### config.mk
export PLATFORM = sky130hd
export DESIGN_NAME = dmem_access_ctrl
export DESIGN_NICKNAME = d
export VERILOG_FILES = /design/src/rtl/dmem_access_ctrl.sv
export SDC_FILE = /design/constraint.sdc
export NUM_CORES = 1
export LEC_CHECK = 0
export ABC_AREA = 1
export BUFFER_PORTS_ARGS = -buffer_cell sky130_fd_sc_hd__buf_2
export CORE_AREA = 2 2 118 120
export CTS_BUF_LIST = sky130_fd_sc_hd__clkbuf_8
export DETAILED_ROUTE_END_ITERATION = 10
export DIE_AREA = 0 0 120 122
export GPL_TIMING_DRIVEN = 0
export PLACE_DENSITY_LB_ADDON = 0.3
export SLEW_MARGIN = 20
export SYNTH_ARGS = -nofsm -noshare
export SYNTH_HDL_FRONTEND = slang
export SYNTH_SLANG_ARGS = --single-unit
### constraint.sdc
create_clock -name clk -period 2.3 [get_ports clk]
set_input_delay 0.115 -clock clk [delete_from_list [all_inputs] [get_ports clk]]
set_output_delay 0.115 -clock clk [all_outputs]
set_load 0.01 [all_outputs]
### src/rtl/dmem_access_ctrl.sv
// Data-memory access controller: selects the access address, splits it into
// bank/in-bank fields, and delays the access through a programmable delay line.
module dmem_access_ctrl #(
  parameter int ADDR_W     = 16,
  parameter int CS_W       = 6,
  parameter int SUB_ADDR_W = 10,
  parameter int NUM_BANKS  = 40,
  parameter int MAX_DLY    = 3,
  parameter int DLY_W      = 2
) (
  input  logic                  clk,
  input  logic                  reset_b,
  input  logic                  t_cs,
  input  logic [1:0]            mode,
  input  logic                  src_en_b,
  input  logic [ADDR_W-1:0]     src_addr,
  input  logic                  dst_en_b,
  input  logic                  dst_rw,
  input  logic [ADDR_W-1:0]     dst_addr,
  input  logic [ADDR_W-1:0]     ind_addr,
  input  logic                  ind_load,
  input  logic [DLY_W-1:0]      dly,
  input  logic                  err_clr,
  output logic                  dram_en_b,
  output logic                  dram_rw,
  output logic [CS_W-1:0]       dram_cs,
  output logic [SUB_ADDR_W-1:0] dram_addr,
  output logic                  busy,
  output logic                  err
);

  localparam logic [1:0] MODE_DIR_RD = 2'b00;
  localparam logic [1:0] MODE_DIR_WR = 2'b01;
  localparam logic [1:0] MODE_IND    = 2'b10;
  localparam logic [1:0] MODE_IND_PI = 2'b11;

  logic [ADDR_W-1:0]     ptr;
  logic [ADDR_W-1:0]     ptr_base;
  logic [ADDR_W-1:0]     ptr_nxt;

  logic                  req_valid;
  logic                  req_rw;
  logic [ADDR_W-1:0]     req_addr;
  logic [CS_W-1:0]       req_cs;
  logic [SUB_ADDR_W-1:0] req_sub;
  logic                  req_oor;
  logic                  req_cap;

  logic [MAX_DLY:0]      st_valid;
  logic [MAX_DLY:0]      st_rw;
  logic [CS_W-1:0]       st_cs  [0:MAX_DLY];
  logic [SUB_ADDR_W-1:0] st_sub [0:MAX_DLY];

  logic [DLY_W-1:0]      dly_sel;

  // ------------------------------------------------------------------
  // Request formation
  // ------------------------------------------------------------------
  always_comb begin
    req_valid = 1'b0;
    req_addr  = src_addr;
    req_rw    = 1'b1;
    unique case (mode)
      MODE_DIR_RD: begin
        req_valid = !src_en_b;
      end
      MODE_DIR_WR: begin
        req_valid = !dst_en_b;
        req_addr  = dst_addr;
        req_rw    = dst_rw;
      end
      MODE_IND: begin
        req_valid = !dst_en_b;
        req_addr  = ind_addr;
        req_rw    = dst_rw;
      end
      MODE_IND_PI: begin
        req_valid = !dst_en_b;
        req_addr  = ind_load ? ind_addr : ptr;
        req_rw    = dst_rw;
      end
      default: begin
        req_valid = 1'b0;
      end
    endcase
  end

  assign req_cs  = req_addr[ADDR_W-1 -: CS_W];
  assign req_sub = req_addr[SUB_ADDR_W-1:0];
  assign req_oor = req_valid && (32'(req_cs) >= NUM_BANKS);
  assign req_cap = req_valid && !req_oor;

  // ------------------------------------------------------------------
  // Auto-increment pointer; only the in-bank field advances and wraps
  // ------------------------------------------------------------------
  always_comb begin
    ptr_base = ind_load ? ind_addr : ptr;
    ptr_nxt  = ptr_base;
    if ((mode == MODE_IND_PI) && !dst_en_b) begin
      ptr_nxt[SUB_ADDR_W-1:0] = ptr_base[SUB_ADDR_W-1:0] + SUB_ADDR_W'(1);
    end
  end

  always_ff @(posedge clk or negedge reset_b) begin
    if (!reset_b) begin
      ptr <= '0;
    end else if (t_cs) begin
      ptr <= ptr_nxt;
    end
  end

  // ------------------------------------------------------------------
  // Sticky out-of-range flag; a new violation beats a clear
  // ------------------------------------------------------------------
  always_ff @(posedge clk or negedge reset_b) begin
    if (!reset_b) begin
      err <= 1'b0;
    end else if (t_cs) begin
      if (req_oor) begin
        err <= 1'b1;
      end else if (err_clr) begin
        err <= 1'b0;
      end
    end
  end

  // ------------------------------------------------------------------
  // Delay line. Stage 0 keeps its bank/address when an invalid entry is
  // captured, so every invalid entry carries the last valid bank/address
  // and the outputs hold them without a separate hold register.
  // ------------------------------------------------------------------
  always_ff @(posedge clk or negedge reset_b) begin
    if (!reset_b) begin
      st_valid <= '0;
      st_rw    <= '1;
      for (int i = 0; i <= MAX_DLY; i++) begin
        st_cs[i]  <= '0;
        st_sub[i] <= '0;
      end
    end else if (t_cs) begin
      st_valid[0] <= req_cap;
      st_rw[0]    <= req_rw;
      if (req_cap) begin
        st_cs[0]  <= req_cs;
        st_sub[0] <= req_sub;
      end
      for (int i = 1; i <= MAX_DLY; i++) begin
        st_valid[i] <= st_valid[i-1];
        st_rw[i]    <= st_rw[i-1];
        st_cs[i]    <= st_cs[i-1];
        st_sub[i]   <= st_sub[i-1];
      end
    end
  end

  // ------------------------------------------------------------------
  // Output tap selection
  // ------------------------------------------------------------------
  always_comb begin
    dly_sel = dly;
    if (32'(dly) > MAX_DLY) begin
      dly_sel = DLY_W'(MAX_DLY);
    end
  end

  always_comb begin
    dram_en_b = 1'b1;
    dram_rw   = 1'b1;
    dram_cs   = '0;
    dram_addr = '0;
    busy      = 1'b0;
    for (int i = 0; i <= MAX_DLY; i++) begin
      if (i <= 32'(dly_sel)) begin
        busy = busy | st_valid[i];
      end
      if (i == 32'(dly_sel)) begin
        dram_en_b = !st_valid[i];
        dram_rw   = st_valid[i] ? st_rw[i] : 1'b1;
        dram_cs   = st_cs[i];
        dram_addr = st_sub[i];
      end
    end
  end

endmodule
==> key figures, run 1 <==
Run status
  • Status: complete, no violations

GRT
  • Vias in the first global route: 4,318
  • Busiest layer in global routing: met2
  • GRT overflow: 0
  • Pin count of the biggest net entering global routing: 55
  • First-pass GRT wire length: around 23 mm
  • Met3 Track Usage GR: about 2.9%
  • Tot GR Track Use: 19.9%
  • Number of antenna violations at the first check in global routing: 0
  • Grt met2 use: 31.1%
  • GR Util met1: 28.2%

Worst hold path
  • Worst Hold Class: input port to flip-flop
  • Hold Path Origin: dst_rw

Critical path
  • Arr. time, crit path: between 1.5 and 2 ns
  • Worst Path Max Fanout: 10
  • Largest stage delay, worst path: 0.56 ns
  • Reg-to-Reg Start: ptr[0]
  • Cell at the slowest stage of the critical path: nor2_1
  • Worst setup path start: dly[1]
  • Worst Path Class, Setup: input port to output port
  • CP endpoint kind: output port
  • Cell Chain, Critical Path: buf_2 -> nor2_1 -> clkbuf_1 -> a221oi_1 -> o21ai_0 -> buf_2
  • WP data required: approximately 2.2 ns
  • Most frequent cell on the critical path: buf_2
  • CP Launch Type: input port

Floorplan
  • Width of the die: ~120 um
  • Die area: around 15,000 um2
  • Row Count: 43
  • Die span in y: 122 um
  • Core Region: 13,500 um2
  • Initial Util: about 34%
  • IO Pins: 80

Cells and area
  • Fin util: 40.7%
  • Most frequent cells in the layout: nand2_1 (210), o21ai_0 (99), dfrtp_1 (85)
  • Final Cell Area: 5500 um2
  • Post-route insts no fill: 887
  • Share of layout cells above drive strength 1: 17.1%
  • Commonest non-fill, non-tap cell in the layout: nand2_1
  • Diodes inserted: 0
  • Area delta synth->final: 19.0%
  • Nets: 763

Detailed routing
  • Total Routed Length: 13.7 mm
  • Post-DRT Antenna Nets: 0
  • Drt pass-1 iters: 5
  • Vias per inst: 4.94
  • # DRC: 0
  • Via Count: 4,386
  • WL/cell: 15.4 um
  • DRT iter0 DRCs: 338

Clocking
  • CTS tree: built
  • H-tree depth: 3
  • Worst skew pair latency: 0.36 ns
  • Sink Count: 89
  • Total CTS buffers: 9
  • Clk slew on worst S/H paths: 0.09 ns
  • CTS max path bufs: 2
  • Root buffer cell: clkbuf_8

Pwr
  • Worst VDD drop: ~310 uV
  • Leak: 2.69 nW
  • Total power draw: approximately 4.2 mW
  • Pwr/cell area: 759 nW/um2

Place
  • Placed cell area: 5270 um2
  • GP Congestion: between 0.8 and 0.9
  • Pre-CTS setup slack: 0.356 ns
  • Hpwl dp: 10.3 mm
  • Port Buffers: 78
  • DP Cell Count: around 870

STA
  • Fin crit share: between 80% and 90%
  • Slew Viols, Final: 0
  • WHS: 0.101 ns
  • Final WS setup: 0.373 ns
  • Final-report hold violation count: 0
  • Final setup viols: 0
  • Min Clock Period, post-route: 1.93 ns
  • Slew at the pin with the worst max-slew slack: 0.725 ns
  • Max_slew headroom: 51.5%
  • RSZ-0062 raised after global routing: false
  • Fmax: between 500 and 600 MHz
  • Clock skew: 0.0106 ns
  • Post-Route Setup TNS: 0 ns

Synthesis
  • Library cells used by synthesis: 32
  • Mean area per synthesized cell: 7.58 um2
  • Flops & latches, synth: around 90
  • Synthesized netlist cell count: 610
  • YS warnings: 0
  • Share of the yosys chip area belonging to registers: 48.3%
  • Syn Nets: ~670
  • Mapped cell area: 4620 um2

Job
  • Max-Cap Viols: 0
## where the power goes
part           total, mW  internal, mW  switching [mW]
Clock               1.17         0.603           0.572
Sequential          2.06          1.88           0.188
Combinational      0.939         0.344           0.596
## cells by family (layout without fill, tap and decap cells)
kind of cell               after synthesis  count (layout)  synth area share, %
adders and majority gates                1               1                0.271
DFF                                     89              89                 48.3
xor gates and xnor gates                 2               2                0.379
AOI/OAI and AO/OA                      132             132                 16.5
buffers and inverters                   97             194                 8.63
and+or+nand+nor                        289             289                 26.0
## state kept, by name (all words and copies together) (netlist names)
signal,cells
st_sub,40
st_cs,24
ptr,16
st_rw,4
st_valid,4
err,1
## cells in the mapped netlist (all sizes together)
library cell / number / area share, %
a21oi: 5 / 0.78
dfrtp: 85 / 46
nand2: 217 / 18
a22o: 1 / 0.19
nand3: 27 / 2.9
o22ai: 1 / 0.14
or2: 2 / 0.27
xnor2: 1 / 0.19
ha: 1 / 0.27
nor2: 30 / 2.6
a22oi: 3 / 0.49
clkbuf: 20 / 1.6
dfstp: 4 / 2.3
a221oi: 15 / 2.8
o21ai: 101 / 11
xor2: 1 / 0.19
buf: 9 / 1.5
o2111ai: 3 / 0.57
o211ai: 2 / 0.32
inv: 67 / 5.4
clkinv: 1 / 0.081
nand4: 13 / 1.9
o221ai: 1 / 0.19
## worst max-delay path, delay by kind of cell
family / cells / cell delay [ns]
buf+inv: 3 / 0.81
compound gates: 2 / 0.31
simple gates: 1 / 0.56
## routing by layer
metal | part of all wire (%) | up-vias
met5 | 0 | -
met4 | 1.9 | 0
met3 | 5.4 | 20
met2 | 44 | 134
met1 | 48 | 2059
li1 | - | 2173
## cell type report
class / instances / area, um2
Fill cell: 1419 / 8000
Sequential cell: 89 / 2230
Multi-Input combinational cell: 424 / 1990
Timing Repair Buffer: 81 / 440
Inverter: 68 / 255
Tap cell: 180 / 225
Buffer: 29 / 144
Clock buffer: 9 / 124
Clock inverter: 7 / 87.6
## timing repair
| item | CTS | global route |
|---|---|---|
| setup buffers | 0 | 0 |
| hold buffers | 2 | 0 |
| resized for setup | 0 | 0 |
| endpoints found under the hold margin | 32 | 0 |
## final timing paths
kind	slack (ns)	depth (start not counted)	to
min	0.10	3	st_rw[0]
min reg2reg	0.48	2	st_cs[4]
max	0.37	6	dram_cs[1]
max in group asynchronous	1.41	3	st_sub[31]
max reg2reg	0.71	8	ptr[4]
min in group asynchronous	0.25	2	st_valid[2]
No activity file was read; power rests on OpenSTA's default activity.
==> inputs of run 2 (changes only) <==
==> constraint.sdc (replaced) <==
create_clock -name clk -period 1.9 [get_ports clk]
set_input_delay 0.095 -clock clk [delete_from_list [all_inputs] [get_ports clk]]
set_output_delay 0.095 -clock clk [all_outputs]
set_load 0.01 [all_outputs]
==> key figures, run 2 (synthesized netlist as in run 1, its figures left out) <==
Detailed routing
  • Post-DRT Antenna Nets: 0 (unchanged)
  • DRT iter0 DRCs: 339 (+0.30%)
  • Via Count: 4,381 (-0.11%)
  • WL/cell: 15.4 um (-0.14%)
  • Vias per inst: 4.94 (-0.11%)
  • Drt pass-1 iters: 7 (+2)
  • # DRC: 0 (unchanged)
  • Total Routed Length: 13.7 mm (-0.14%)

STA
  • RSZ-0062 raised after global routing: false
  • Slew Viols, Final: 0 (unchanged)
  • Max_slew headroom: 52.9% (+1.4 points)
  • Fin crit share: 91.6%
  • Final setup viols: 0 (unchanged)
  • Min Clock Period, post-route: 1.74 ns
  • Final WS setup: 0.159 ns (-0.215 ns)
  • Post-Route Setup TNS: 0 ns (unchanged)
  • Slew at the pin with the worst max-slew slack: 0.707 ns (-0.0186 ns)
  • Clock skew: 0.0105 ns (-0.000157 ns)
  • Final-report hold violation count: 0 (unchanged)
  • Fmax: 574 MHz
  • WHS: 0.0823 ns (-0.0190 ns)

Cells and area
  • Diodes inserted: 0 (unchanged)
  • Share of layout cells above drive strength 1: 17.3% (+0.14 points)
  • Most frequent cells in the layout: nand2_1 (210), o21ai_0 (99), dfrtp_1 (85)
  • Largest Register: st_sub
  • Fin util: 40.8% (about the same)
  • Area delta synth->final: 19.0% (about the same)
  • Commonest non-fill, non-tap cell in the layout: nand2_1
  • Number of flip-flops in the largest register: 40 (unchanged)
  • Final Cell Area: 5500 um2 (about the same)
  • Largest regs: st_sub x40, st_cs x24, ptr x16
  • Post-route insts no fill: 887 (unchanged)
  • Nets: 763 (unchanged)

GRT
  • GRT overflow: 0 (unchanged)
  • Pin count of the biggest net entering global routing: 55 (unchanged)
  • Number of antenna violations at the first check in global routing: 0 (unchanged)
  • Vias in the first global route: 4,318 (unchanged)
  • Tot GR Track Use: 19.9% (unchanged)
  • First-pass GRT wire length: 22.5 mm (unchanged)

Place
  • Placed cell area: 5270 um2 (unchanged)
  • DP Cell Count: 869 (unchanged)
  • Hpwl dp: 10.3 mm (unchanged)
  • Port Buffers: 78 (unchanged)
  • Pre-CTS setup slack: -0.00354 ns (-0.360 ns)
  • GP Congestion: 0.890 (unchanged)

Critical path
  • Worst Path Max Fanout: 10 (unchanged)
  • Largest stage delay, worst path: 0.53 ns (-0.03 ns)
  • CP Launch Type: input port
  • Arr. time, crit path: 1.65 ns (-0.16 ns)
  • CP endpoint kind: output port
  • Most frequent cell on the critical path: buf_2
  • Cell Chain, Critical Path: buf_2 -> inv_1 -> nor2_1 -> buf_2 -> a221oi_1 -> o21ai_0 -> buf_2
  • Cell at the slowest stage of the critical path: nor2_1
  • Worst Path Class, Setup: input port to output port
  • Worst setup path start: dly[1]
  • Reg-to-Reg Start: ptr[0]
  • WP data required: 1.80 ns (-0.38 ns)

Pwr
  • Total power draw: 5.06 mW (+21%)
  • Pwr/cell area: 919 nW/um2 (+21%)
  • Leak: 2.69 nW (about the same)
  • Worst VDD drop: 378 uV (+20%)

Clocking
  • Total CTS buffers: 9 (unchanged)
  • Root buffer cell: clkbuf_8
  • Clk slew on worst S/H paths: 0.09 ns (about the same)
  • Post-CTS setup buffer count: 0 (unchanged)
  • CTS tree: built
  • Sink Count: 89 (unchanged)
  • Worst skew pair latency: 0.36 ns (about the same)
  • CTS max path bufs: 2 (unchanged)
  • H-tree depth: 3 (unchanged)

Floorplan
  • IO Pins: 80 (unchanged)
  • Die span in y: 122 um (unchanged)
  • Row Count: 43 (unchanged)
  • Core Region: 13,500 um2 (unchanged)
  • Initial Util: 34.2% (unchanged)
  • Width of the die: 120 um (unchanged)
  • Die area: 14,600 um2 (unchanged)

Worst hold path
  • Hold Path Origin: dst_rw
  • Worst Hold Class: input port to flip-flop

Job
  • Max-Cap Viols: 0 (unchanged)

Run status
  • Status: complete, no violations
## run 2: cell counts in the layout (fill, tap and decap cells not counted)
Identical to the previous run, type by type.
## run 2: repair_timing
item                                    CTS  global route
hold buffers                              2             0
gates resized for setup                   1             0
endpoints found under the setup margin    1             0
endpoints found under the hold margin    32             0
## run 2: path summary, 6_finish.rpt
path / end / slack (ns) / cells after the start
min in group asynchronous: st_valid[2] / 0.23 / 2
worst min-delay path: st_rw[0] / 0.08 / 3
worst max register to register: ptr[4] / 0.32 / 8
worst min register to register: st_cs[4] / 0.48 / 2
worst max-delay path: dram_addr[8] / 0.16 / 7
max in group asynchronous: st_sub[31] / 1.03 / 3
## run 2: cell type report
type	count	area, um2
buffer	29	144
clock buffer	9	124
clock inverter	7	87.6
fill	1420	8000
inverter	68	255
multi-input combinational	424	2000
sequential	89	2230
tap	180	225
timing repair buffer	81	440
## run 2: metal layers
layer / wire length (um) / share of wire (%) / track usage (%) / vias to the layer above
met1: 6720 / 49 / 28.2 / 2060
met3: 653 / 4.8 / 2.86 / 20
li1: - / - / - / 2174
met2: 6020 / 44 / 31.1 / 127
met5: 0 / 0 / 0 / -
met4: 265 / 1.9 / 6.76 / 0
## run 2: power breakdown
part           total [mW]  switching (mW)  internal, mW  leakage (nW)
clock network        1.42           0.691         0.730         0.108
registers            2.50           0.228          2.27          1.13
logic                1.14           0.721         0.416          1.46
total                5.06            1.64          3.42          2.69
## run 2: worst max-delay path: cells and delay by family
| family | cells | cell delay, ns |
|---|---|---|
| AND/OR/NAND/NOR | 1 | 0.53 |
| AO/OA/AOI/OAI | 2 | 0.24 |
| buffers and inverters | 4 | 0.77 |
